File: src/rtl/frost32_irq_ctrl_pkg.sv
// ---------------------------------------------------------------------------
// frost32_irq_ctrl_pkg
//   Shared types and helpers for the Frost32 interrupt controller slice.
//   Holds the controller state enum, the channel-count ceiling and the width
//   helpers for the channel id and the pulse/gap counter.
//   The optional IRQ_CTRL_EDGE_DETECT_EN macro is handled in the top module.
// ---------------------------------------------------------------------------
package frost32_irq_ctrl_pkg;

  // Upper bound on request channels; one pending bit per channel
  localparam int MAX_CHANNELS = 32;

  // Controller states: waiting, driving the pulse, enforcing the cool-down
  typedef enum logic [1:0] {
    IDLE   = 2'd0,
    ASSERT = 2'd1,
    GAP    = 2'd2
  } IrqCtrlState;

  // Width of a channel id; a single channel still needs one bit
  function automatic int idWidth(input int numChannels);
    return (numChannels <= 1) ? 1 : $clog2(numChannels);
  endfunction

  // Width of the shared pulse/gap down-counter
  function automatic int countWidth(input int pulseCycles, input int gapCycles);
    int largest;
    largest = (pulseCycles > gapCycles) ? pulseCycles : gapCycles;
    return $clog2(largest + 1);
  endfunction

endpackage

File: src/rtl/frost32_irq_ctrl_if.sv
// ---------------------------------------------------------------------------
// frost32_irq_ctrl_if
//   Bundles the request, stall and interrupt signals between the interrupt
//   controller and its environment (request sources, MainMem, Frost32Cpu).
//   master : drives irq_src, irq_mask, wait_for_mem; observes the outputs
//   slave  : the controller; drives interrupt, irq_id, pending, busy
// ---------------------------------------------------------------------------
interface frost32_irq_ctrl_if
  import frost32_irq_ctrl_pkg::*;
#(
  parameter int NUM_CHANNELS = 4
);

  localparam int IDW = idWidth(NUM_CHANNELS);

  logic [NUM_CHANNELS-1:0] irq_src;
  logic [NUM_CHANNELS-1:0] irq_mask;
  logic                    wait_for_mem;
  logic                    interrupt;
  logic [IDW-1:0]          irq_id;
  logic [NUM_CHANNELS-1:0] pending;
  logic                    busy;

  modport master (
    output irq_src, irq_mask, wait_for_mem,
    input  interrupt, irq_id, pending, busy
  );

  modport slave (
    input  irq_src, irq_mask, wait_for_mem,
    output interrupt, irq_id, pending, busy
  );

endinterface

File: src/rtl/frost32_irq_ctrl_irq_priority_encoder.sv
// ---------------------------------------------------------------------------
// irq_priority_encoder
//   Picks the lowest-index set bit of the request vector.
//   req_i   : candidate channels (pending and enabled)
//   valid_o : at least one candidate present
//   idx_o   : index of the lowest candidate, 0 when none
// ---------------------------------------------------------------------------
module irq_priority_encoder #(
  parameter int NUM_CHANNELS = 4,
  parameter int IDW          = 2
) (
  input  logic [NUM_CHANNELS-1:0] req_i,
  output logic                    valid_o,
  output logic [IDW-1:0]          idx_o
);

  assign valid_o = |req_i;

  // Scanning from the top down lets the lowest set index overwrite the
  // others, so channel 0 always has the highest priority
  always_comb begin
    idx_o = '0;
    for (int i = NUM_CHANNELS - 1; i >= 0; i--) begin
      if (req_i[i]) begin
        idx_o = IDW'(i);
      end
    end
  end

endmodule

File: src/rtl/frost32_irq_ctrl.sv
// ---------------------------------------------------------------------------
// frost32_irq_ctrl
//   Parametrised interrupt source for Frost32Cpu. Latches request lines into
//   pending bits, chooses the lowest enabled pending channel and drives the
//   CPU's single interrupt input as a pulse that stretches while MainMem
//   stalls, followed by a fixed cool-down gap.
//
//   Ports
//     clk  : system clock, all state on posedge
//     rst  : asynchronous active-high reset
//     bus  : frost32_irq_ctrl_if.slave
//              irq_src/irq_mask/wait_for_mem in, interrupt/irq_id/pending/busy out
//
//   Configuration
//     IRQ_CTRL_EDGE_DETECT_EN : when defined, each request line goes through a
//       two-flop synchroniser and only a rising edge sets its pending bit.
//       When undefined, a high request line sets its pending bit every cycle.
// ---------------------------------------------------------------------------
module frost32_irq_ctrl
  import frost32_irq_ctrl_pkg::*;
#(
  parameter int NUM_CHANNELS = 4,
  parameter int PULSE_CYCLES = 2,
  parameter int GAP_CYCLES   = 4
) (
  input  logic                    clk,
  input  logic                    rst,
  frost32_irq_ctrl_if.slave       bus
);

  localparam int IDW = idWidth(NUM_CHANNELS);
  localparam int CW  = countWidth(PULSE_CYCLES, GAP_CYCLES);

  localparam logic [CW-1:0] PULSE_LOAD = CW'(PULSE_CYCLES - 1);
  localparam logic [CW-1:0] GAP_LOAD   = (GAP_CYCLES > 0) ? CW'(GAP_CYCLES - 1) : '0;

  if (NUM_CHANNELS < 1 || NUM_CHANNELS > MAX_CHANNELS) begin : g_badChannelCount
    $error("frost32_irq_ctrl: NUM_CHANNELS out of range");
  end

  IrqCtrlState             state_q;
  logic                    interrupt_q;
  logic                    busy_q;
  logic [IDW-1:0]          irqId_q;
  logic [CW-1:0]           count_q;
  logic [NUM_CHANNELS-1:0] pending_q;
  logic [NUM_CHANNELS-1:0] pending_d;

  logic [NUM_CHANNELS-1:0] capture_w;
  logic [NUM_CHANNELS-1:0] clear_w;
  logic                    anyValid_w;
  logic [IDW-1:0]          selId_w;
  logic                    take_w;

`ifdef IRQ_CTRL_EDGE_DETECT_EN
  logic [NUM_CHANNELS-1:0] sync1_q;
  logic [NUM_CHANNELS-1:0] sync2_q;
  logic [NUM_CHANNELS-1:0] prev_q;

  // Two-flop synchroniser followed by a history flop; everything resets to 0
  // so a line already high when reset releases is seen as a fresh edge
  always_ff @(posedge clk or posedge rst) begin
    if (rst) begin
      sync1_q <= '0;
      sync2_q <= '0;
      prev_q  <= '0;
    end else begin
      sync1_q <= bus.irq_src;
      sync2_q <= sync1_q;
      prev_q  <= sync2_q;
    end
  end

  assign capture_w = sync2_q & ~prev_q;
`else
  assign capture_w = bus.irq_src;
`endif

  // Masked channels still collect pending bits; only the choice is masked
  irq_priority_encoder #(
    .NUM_CHANNELS (NUM_CHANNELS),
    .IDW          (IDW)
  ) u_prio (
    .req_i   (pending_q & bus.irq_mask),
    .valid_o (anyValid_w),
    .idx_o   (selId_w)
  );

  assign take_w  = (state_q == IDLE) && anyValid_w;
  assign clear_w = take_w ? (NUM_CHANNELS'(1) << selId_w) : '0;

  // A capture in the same cycle as the clear wins, so a request arriving just
  // as its channel is taken is not lost and fires again later
  assign pending_d = (pending_q & ~clear_w) | capture_w;

  // Pending register update, kept apart from the state machine so the
  // set-wins rule lives in one place
  always_ff @(posedge clk or posedge rst) begin
    if (rst) begin
      pending_q <= '0;
    end else begin
      pending_q <= pending_d;
    end
  end

  // Controller state machine with registered outputs. The counter holds the
  // remaining pulse cycles in ASSERT (frozen during memory stalls) and the
  // remaining cool-down cycles in GAP (never frozen)
  always_ff @(posedge clk or posedge rst) begin
    if (rst) begin
      state_q     <= IDLE;
      interrupt_q <= 1'b0;
      busy_q      <= 1'b0;
      irqId_q     <= '0;
      count_q     <= '0;
    end else begin
      case (state_q)
        IDLE: begin
          if (anyValid_w) begin
            state_q     <= ASSERT;
            irqId_q     <= selId_w;
            interrupt_q <= 1'b1;
            busy_q      <= 1'b1;
            count_q     <= PULSE_LOAD;
          end
        end
        ASSERT: begin
          if (!bus.wait_for_mem) begin
            if (count_q == '0) begin
              interrupt_q <= 1'b0;
              if (GAP_CYCLES == 0) begin
                state_q <= IDLE;
                busy_q  <= 1'b0;
              end else begin
                state_q <= GAP;
                count_q <= GAP_LOAD;
              end
            end else begin
              count_q <= count_q - 1'b1;
            end
          end
        end
        GAP: begin
          if (count_q == '0) begin
            state_q <= IDLE;
            busy_q  <= 1'b0;
          end else begin
            count_q <= count_q - 1'b1;
          end
        end
        default: begin
          state_q     <= IDLE;
          interrupt_q <= 1'b0;
          busy_q      <= 1'b0;
          count_q     <= '0;
        end
      endcase
    end
  end

  assign bus.interrupt = interrupt_q;
  assign bus.irq_id    = irqId_q;
  assign bus.pending   = pending_q;
  assign bus.busy      = busy_q;

endmodule

File: src/flat_wrapper.sv
// flat-port wrapper written by rule: the top's interface ports become plain ports
module frost32_irq_ctrl_flat import frost32_irq_ctrl_pkg::*;
#(
  parameter int NUM_CHANNELS = 4,
  parameter int PULSE_CYCLES = 2,
  parameter int GAP_CYCLES   = 4
)
  (clk, rst, bus_irq_src, bus_irq_mask, bus_wait_for_mem, bus_interrupt, bus_irq_id, bus_pending, bus_busy);
  frost32_irq_ctrl_if #(.NUM_CHANNELS(NUM_CHANNELS)) bus_i ();
  input  logic clk;
  input  logic rst;
  input wire logic [$bits(bus_i.irq_src)-1:0] bus_irq_src;
  input wire logic [$bits(bus_i.irq_mask)-1:0] bus_irq_mask;
  input wire logic [$bits(bus_i.wait_for_mem)-1:0] bus_wait_for_mem;
  output wire logic [$bits(bus_i.interrupt)-1:0] bus_interrupt;
  output wire logic [$bits(bus_i.irq_id)-1:0] bus_irq_id;
  output wire logic [$bits(bus_i.pending)-1:0] bus_pending;
  output wire logic [$bits(bus_i.busy)-1:0] bus_busy;
  assign bus_i.irq_src = bus_irq_src;
  assign bus_i.irq_mask = bus_irq_mask;
  assign bus_i.wait_for_mem = bus_wait_for_mem;
  assign bus_interrupt = bus_i.interrupt;
  assign bus_irq_id = bus_i.irq_id;
  assign bus_pending = bus_i.pending;
  assign bus_busy = bus_i.busy;
  frost32_irq_ctrl #(.NUM_CHANNELS(NUM_CHANNELS), .PULSE_CYCLES(PULSE_CYCLES), .GAP_CYCLES(GAP_CYCLES)) u_core (.clk(clk), .rst(rst), .bus(bus_i));
endmodule
File: config.mk
export PLATFORM = sky130hd
export DESIGN_NAME = frost32_irq_ctrl_flat
export DESIGN_NICKNAME = d
export VERILOG_FILES = /design/src/rtl/frost32_irq_ctrl_pkg.sv /design/src/rtl/frost32_irq_ctrl_if.sv /design/src/rtl/frost32_irq_ctrl_irq_priority_encoder.sv /design/src/rtl/frost32_irq_ctrl.sv /design/src/flat_wrapper.sv
export SDC_FILE = /design/constraint.sdc
export NUM_CORES = 1
export LEC_CHECK = 0
export BUFFER_PORTS_ARGS = -buffer_cell sky130_fd_sc_hd__buf_2
export CAP_MARGIN = 40
export CORE_MARGIN = 4
export CORE_UTILIZATION = 45
export DETAILED_ROUTE_END_ITERATION = 10
export PLACE_DENSITY_LB_ADDON = 0.25
export SYNTH_ARGS = -nofsm -noshare
export SYNTH_HDL_FRONTEND = slang
export SYNTH_HIERARCHICAL = 1
export SYNTH_SLANG_ARGS = --single-unit
File: constraint.sdc
create_clock -name clk -period 1.53 [get_ports clk]
set_clock_uncertainty 0.2 [all_clocks]
set_input_delay 0 -clock clk [delete_from_list [all_inputs] [get_ports clk]]
set_output_delay 0 -clock clk [all_outputs]
set_load 0.03 [all_outputs]
==> results of run 1 <==
[layer usage]
| metal | share of wire (%) | global-route usage [%] |
|---|---|---|
| met1 | 45 | 20.6 |
| met2 | 48 | 25.9 |
| met3 | 4.9 | 2.76 |
| met4 | 2.7 | 6.28 |
| met5 | 0 | 0 |
[final cells by class]
cell class                 instances  area, um^2
multi-input combinational         60         484
clock buffer                       4        26.3
fill                              91         288
sequential                        13         330
inverter                           7        26.3
tap                               16        20.0
timing repair buffer              49         349
[cells by family (layout without fill, tap and decap cells)]
| logic type | after synthesis | after routing | synth area share, % |
|---|---|---|---|
| AOI/OAI and AO/OA | 22 | 22 | 20.8 |
| buffers and inverters | 10 | 60 | 6.26 |
| DFF | 13 | 13 | 44.0 |
| adders and majority gates | 2 | 2 | 3.38 |
| and+or+nand+nor | 36 | 36 | 25.5 |
[cells in the mapped netlist, types with 2 or more instances]
master and instances:
nor3b_1 2, o31ai_1 2, dfrtp_1 13, ha_1 2, nor2b_1 2, a21o_1 2, o21ai_0 4, a21oi_1 4
and2_1 4, nand2_1 12, inv_1 7, nor2_1 6, nand2b_1 4
[where the power goes]
part	total (W)	internal, W	switching, W
sequential	0.000563	0.000464	0.0000984
clock	0.000221	0.000101	0.000120
combinational	0.00132	0.000650	0.000666
[metrics by stage]
| stage | TNS [ns] | hold WS (ns) | total power [W] | cells |
|---|---|---|---|---|
| 5_1_grt | -1.43 | 0.121 | 0.00224 | 149 |
| 3_5_place_dp | -0.946 | -0.141 | 0.00156 | 133 |
| 3_3_place_gp | -0.585 | -0.150 | 0.00152 | 133 |
| 4_1_cts | -0.490 | 0.0597 | 0.00186 | 144 |
| 6_report | -0.737 | 0.0848 | 0.00210 | 149 |
| 2_1_floorplan | -0.900 | -0.323 | 0.00118 | 83 |
[path summary, 6_finish.rpt]
kind | slack (ns) | cells after the start | to
setup / recovery | -0.17 | 6 | u_core/bus.pending[0]
hold / removal | 0.08 | 3 | u_core/bus.irq_id[0]
setup reg to reg | -0.17 | 6 | u_core/bus.pending[0]
hold reg to reg | 0.28 | 2 | u_core/bus.irq_id[1]
max in group asynchronous | 0.68 | 3 | u_core/bus.pending[1]
min in group clk | 0.16 | 7 | u_core/bus.pending[1]
[state kept, by name, summed over array words and instances, names as in the netlist]
register              flops
u_core/bus.pending        4
u_core/count_q            3
u_core/bus.irq_id         2
u_core/state_q            2
u_core/bus.busy           1
u_core/bus.interrupt      1
[worst min-delay path, delay by kind of cell]
kind	cells	cell delay (ns)
buffers and inverters	3	1.01
[what timing repair did]
item,4_1_cts,5_1_grt
setup buffers,1,5
hold buffers,6,0
resized for setup,11,21
endpoints found under the setup margin,12,13
pin swaps,6,11
endpoints found under the hold margin,20,0
==> impl_metrics.json, run 1 <==
{
  "dpl-instance-area_um2": 982,
  "insertion_delay_ns": 0.27,
  "syn_area_per_cell_um2": 8.91,
  "failed_checks": "setup timing",
  "max_stage_delay_ns": 0.41,
  "worstPathMaxFanout": 4,
  "pre_cts_slack_ns": -0.136,
  "startpoint": "u_core/bus.pending[1]",
  "placementRows": 14,
  "p_per_area_nw_per_um2": 1700,
  "period_share_pct": 111,
  "fin_nets": 147,
  "yosys.area.top_type_share_pct": 44.0,
  "synth_edf_count": 0,
  "final_common_cell": "buf_4",
  "period_needed_ns": 1.70,
  "cts_buffers": 3,
  "stdcell_area_um2": 1240,
  "dp_hpwl_mm": 1.31,
  "finalSetupViolations": 9,
  "drive_gt1_share_pct": 57.9,
  "die-area_um2": 2360,
  "outcome": "finished with violations",
  "final_max_slew_viol_count": 0,
  "synth_area_leaders": "dfrtp_1 (44%), nand2_1 (6.1%), inv_1 (3.6%)",
  "maxCapViolCount": 0,
  "synth.distinct_cells": 32,
  "ys_ff_latch": 13,
  "track_usage_pct": 15.9,
  "clockRootBuffer": "clkbuf_4",
  "path_buf_inv": 0,
  "grt_start_max_net_pins": 14,
  "cts_num_sinks": 13,
  "start_util_pct": 48.5,
  "crit_required_ns": 1.49,
  "crit_path_start_kind": "flop",
  "setup_slack_ns": -0.169,
  "slew_headroom_pct": 66.2,
  "antenna_found_initial": 0,
  "grt_pass1_wl_mm": 2.99,
  "overflow": 0,
  "syn2layout_area_growth_pct": 67.2,
  "synth_nets": 96,
  "via_per_inst": 5.36,
  "max-vdd-ir-drop_mv": 1.00,
  "place.gp.congestion": 0.761,
  "p_leak_nw": 0.574,
  "diodes": 0,
  "critPathKind": "flop to flop",
  "tightest_slew_ns": 0.507,
  "die_y_um": 48.5,
  "drc_errors": 0,
  "totalWireLength_mm": 2.20,
  "cts-htree-levels": 1,
  "netlist_instances": 83,
  "synth-async-reset-ratio_pct": 100,
  "io_pins": 19,
  "final_cell_mix": "buf_4 (22), buf_2 (18), nand2_1 (10)",
  "synth_area_um2": 739,
  "wl_per_cell_um": 14.8,
  "grt_pass1_vias": 693,
  "cp_top_family": "simple AND/OR/NAND/NOR gates",
  "fin_util_pct": 81.1,
  "port_buffers": 18,
  "clk_pin_slew_worst_paths_ns": 0.09,
  "die_x_um": 48.5,
  "cts_tree": "done",
  "ys_warn_count": 6,
  "rsz0062_at_grt": "true",
  "path_cells": "and2_4 -> nor2_2 -> nand2_2 -> or3b_4 -> o31ai_2 -> nand2b_1",
  "max_freq_ghz": 0.589,
  "critPathCaptureType": "flop",
  "drt_pass1_iterations": 4,
  "ys_seq_area_share_pct": 44.0,
  "num_vias": 799,
  "core_um2": 1520,
  "crit_slowest_cell": "or3b_4",
  "r2r-start": "u_core/bus.pending[1]",
  "worstPathArrival_ns": 1.66,
  "synth_top_flop_cell": "dfrtp_1",
  "drtIter0Drc": 23,
  "finalHoldViolCount": 0,
  "yosysTopAreaCell": "dfrtp_1",
  "hold_class": "input pin to async pin",
  "clockBufferDepth": 2,
  "final_antenna_net_count": 0
}
Power figures use the tool's default switching activity.
==> run 2, diff against run 1 <==
Settings changed: CORE_UTILIZATION 45 to 49.
Clock period 1.53 ns to 1.82 ns, I/O delays scaled along.
==> run 2 against run 1 <==
- the run now ends clean
- maximum frequency is 1.6% lower
- sequential power down 15%
- highest routed layer unchanged
- critical endpoint is now u_core/bus.pending[1]
- critical path type unchanged
- total power down 37%
- first-iteration DRC count shrank 48%
- cell count is 14% lower
==> impl_metrics.json, run 2 (synthesized netlist as in run 1, its figures left out) <==
{
  "outcome": "finished clean",
  "drt_pass1_iterations": 4,
  "critPathKind": "flop to flop",
  "die-area_um2": 2190,
  "place.gp.congestion": 0.755,
  "start_util_pct": 54.1,
  "num_vias": 681,
  "final_antenna_net_count": 0,
  "crit_path_start_kind": "flop",
  "core_um2": 1370,
  "diodes": 0,
  "die_y_um": 46.8,
  "final_common_cell": "buf_2",
  "dp_hpwl_mm": 1.13,
  "track_usage_pct": 16.9,
  "wl_per_cell_um": 12.0,
  "finalSetupViolations": 0,
  "r2r_setup_slack_ns": 0.09,
  "worstPathArrival_ns": 1.70,
  "clockBufferDepth": 2,
  "slew_headroom_pct": 68.4,
  "p_leak_nw": 0.454,
  "max-vdd-ir-drop_mv": 1.06,
  "antenna_found_initial": 0,
  "setup-tns-final_ns": 0,
  "clk_pin_slew_worst_paths_ns": 0.08,
  "port_buffers": 18,
  "fillers": 108,
  "via_per_inst": 5.32,
  "totalWireLength_mm": 1.54,
  "final_cell_mix": "buf_2 (18), nand2_1 (12), dfrtp_1 (10)",
  "critPathCaptureType": "flop",
  "grt_pass1_vias": 623,
  "syn2layout_area_growth_pct": 30.8,
  "period_share_pct": 94.8,
  "tightest_slew_ns": 0.473,
  "insertion_delay_ns": 0.27,
  "die_x_um": 46.8,
  "cts_buffers": 3,
  "crit_required_ns": 1.79,
  "cts_tree": "done",
  "drive_gt1_share_pct": 31.0,
  "drtIter0Drc": 12,
  "rsz0062_at_grt": "true",
  "cts_num_sinks": 13,
  "finalHoldViolCount": 0,
  "period_needed_ns": 1.73,
  "grt_start_max_net_pins": 14,
  "grt_pass1_wl_mm": 2.57,
  "drc_errors": 0,
  "max_freq_ghz": 0.580,
  "io_pins": 19,
  "worstPathMaxFanout": 4,
  "placementRows": 13,
  "p_per_area_nw_per_um2": 1370,
  "rr_worst_depth": 7,
  "dpl-instance-area_um2": 847,
  "hold_class": "input pin to async pin",
  "overflow": 0,
  "maxCapViolCount": 0,
  "fin_nets": 127,
  "clockRootBuffer": "clkbuf_4",
  "total_power_w": 0.00133,
  "final_max_slew_viol_count": 0,
  "largest_register_ffs": 4,
  "stdcell_area_um2": 967,
  "cts-htree-levels": 1
}
## run 2: changes by cell type in the layout (fill, tap and decap cells not counted), moves of 4 or more
cell,change
and2_1,+4
and2_4,-4
buf_4,-19
o21ai_0,+4
## run 2: area by class of cell
cell class                 instances  area [um^2]  area share (%)
clock buffer                       3         22.5            2.33
clock inverter                     1         5.00           0.517
tap                               15         18.8            1.94
sequential                        13          329            34.0
timing repair buffer              29          193            19.9
inverter                           7         26.3            2.72
multi-input combinational         60          373            38.6
## run 2: path summary, 6_finish.rpt
check | start | endpoint
max in group asynchronous | rst | u_core/bus.pending[3]
min in group clk | bus_irq_mask[3] | u_core/bus.irq_id[0]
worst max-delay path | u_core/bus.pending[0] | u_core/bus.pending[1]
worst min register to register | u_core/bus.pending[1] | u_core/bus.pending[1]
worst min-delay path | rst | u_core/state_q[0]
worst max register to register | u_core/bus.pending[0] | u_core/bus.pending[1]
## run 2: metal layers
metal	vias up	share of wire (%)	track usage, %
met5	-	0	0
met4	0	0.71	4.97
met3	2	4.9	6.90
met2	15	47	26.0
met1	320	47	22.0
li1	344	-	-
## run 2: what timing repair did
| action | in CTS | in global routing |
|---|---|---|
| endpoints found under the hold margin | 23 | 0 |
| hold buffers | 8 | 0 |
| setup buffers | 0 | 1 |
| resized for setup | 0 | 1 |
| setup endpoints to repair | 0 | 4 |
## run 2: power by group
| part | total, W | leakage, nW | switching (W) | internal [W] |
|---|---|---|---|---|
| Clock | 0.000174 | 0.0177 | 0.0000930 | 0.0000814 |
| Sequential | 0.000479 | 0.143 | 0.0000887 | 0.000390 |
| Combinational | 0.000677 | 0.293 | 0.000393 | 0.000284 |
| Total | 0.00133 | 0.454 | 0.000575 | 0.000755 |
## run 2: through the flow
step / hold slack (ns) / util, % / setup slack [ns] / std cells
after floorplan: -0.323 / - / 0.00300 / 83
after global routing: 0.118 / 70.8 / -0.0113 / 128
after CTS: 0.0711 / 69.9 / 0.0667 / 127
after detailed placement: -0.147 / 62.0 / 0.0823 / 115
after global placement: -0.152 / 62.0 / 0.114 / 115
final: 0.0735 / 70.8 / 0.0946 / 128
## run 2: critical path: stages (launching register included)
cell	delay, ns
dfrtp_2	0.37
and2_1	0.18
nor2_1	0.06
nand2_1	0.09
or3b_4	0.40
nor2_2	0.08
nand2_1	0.05
a21o_1	0.18
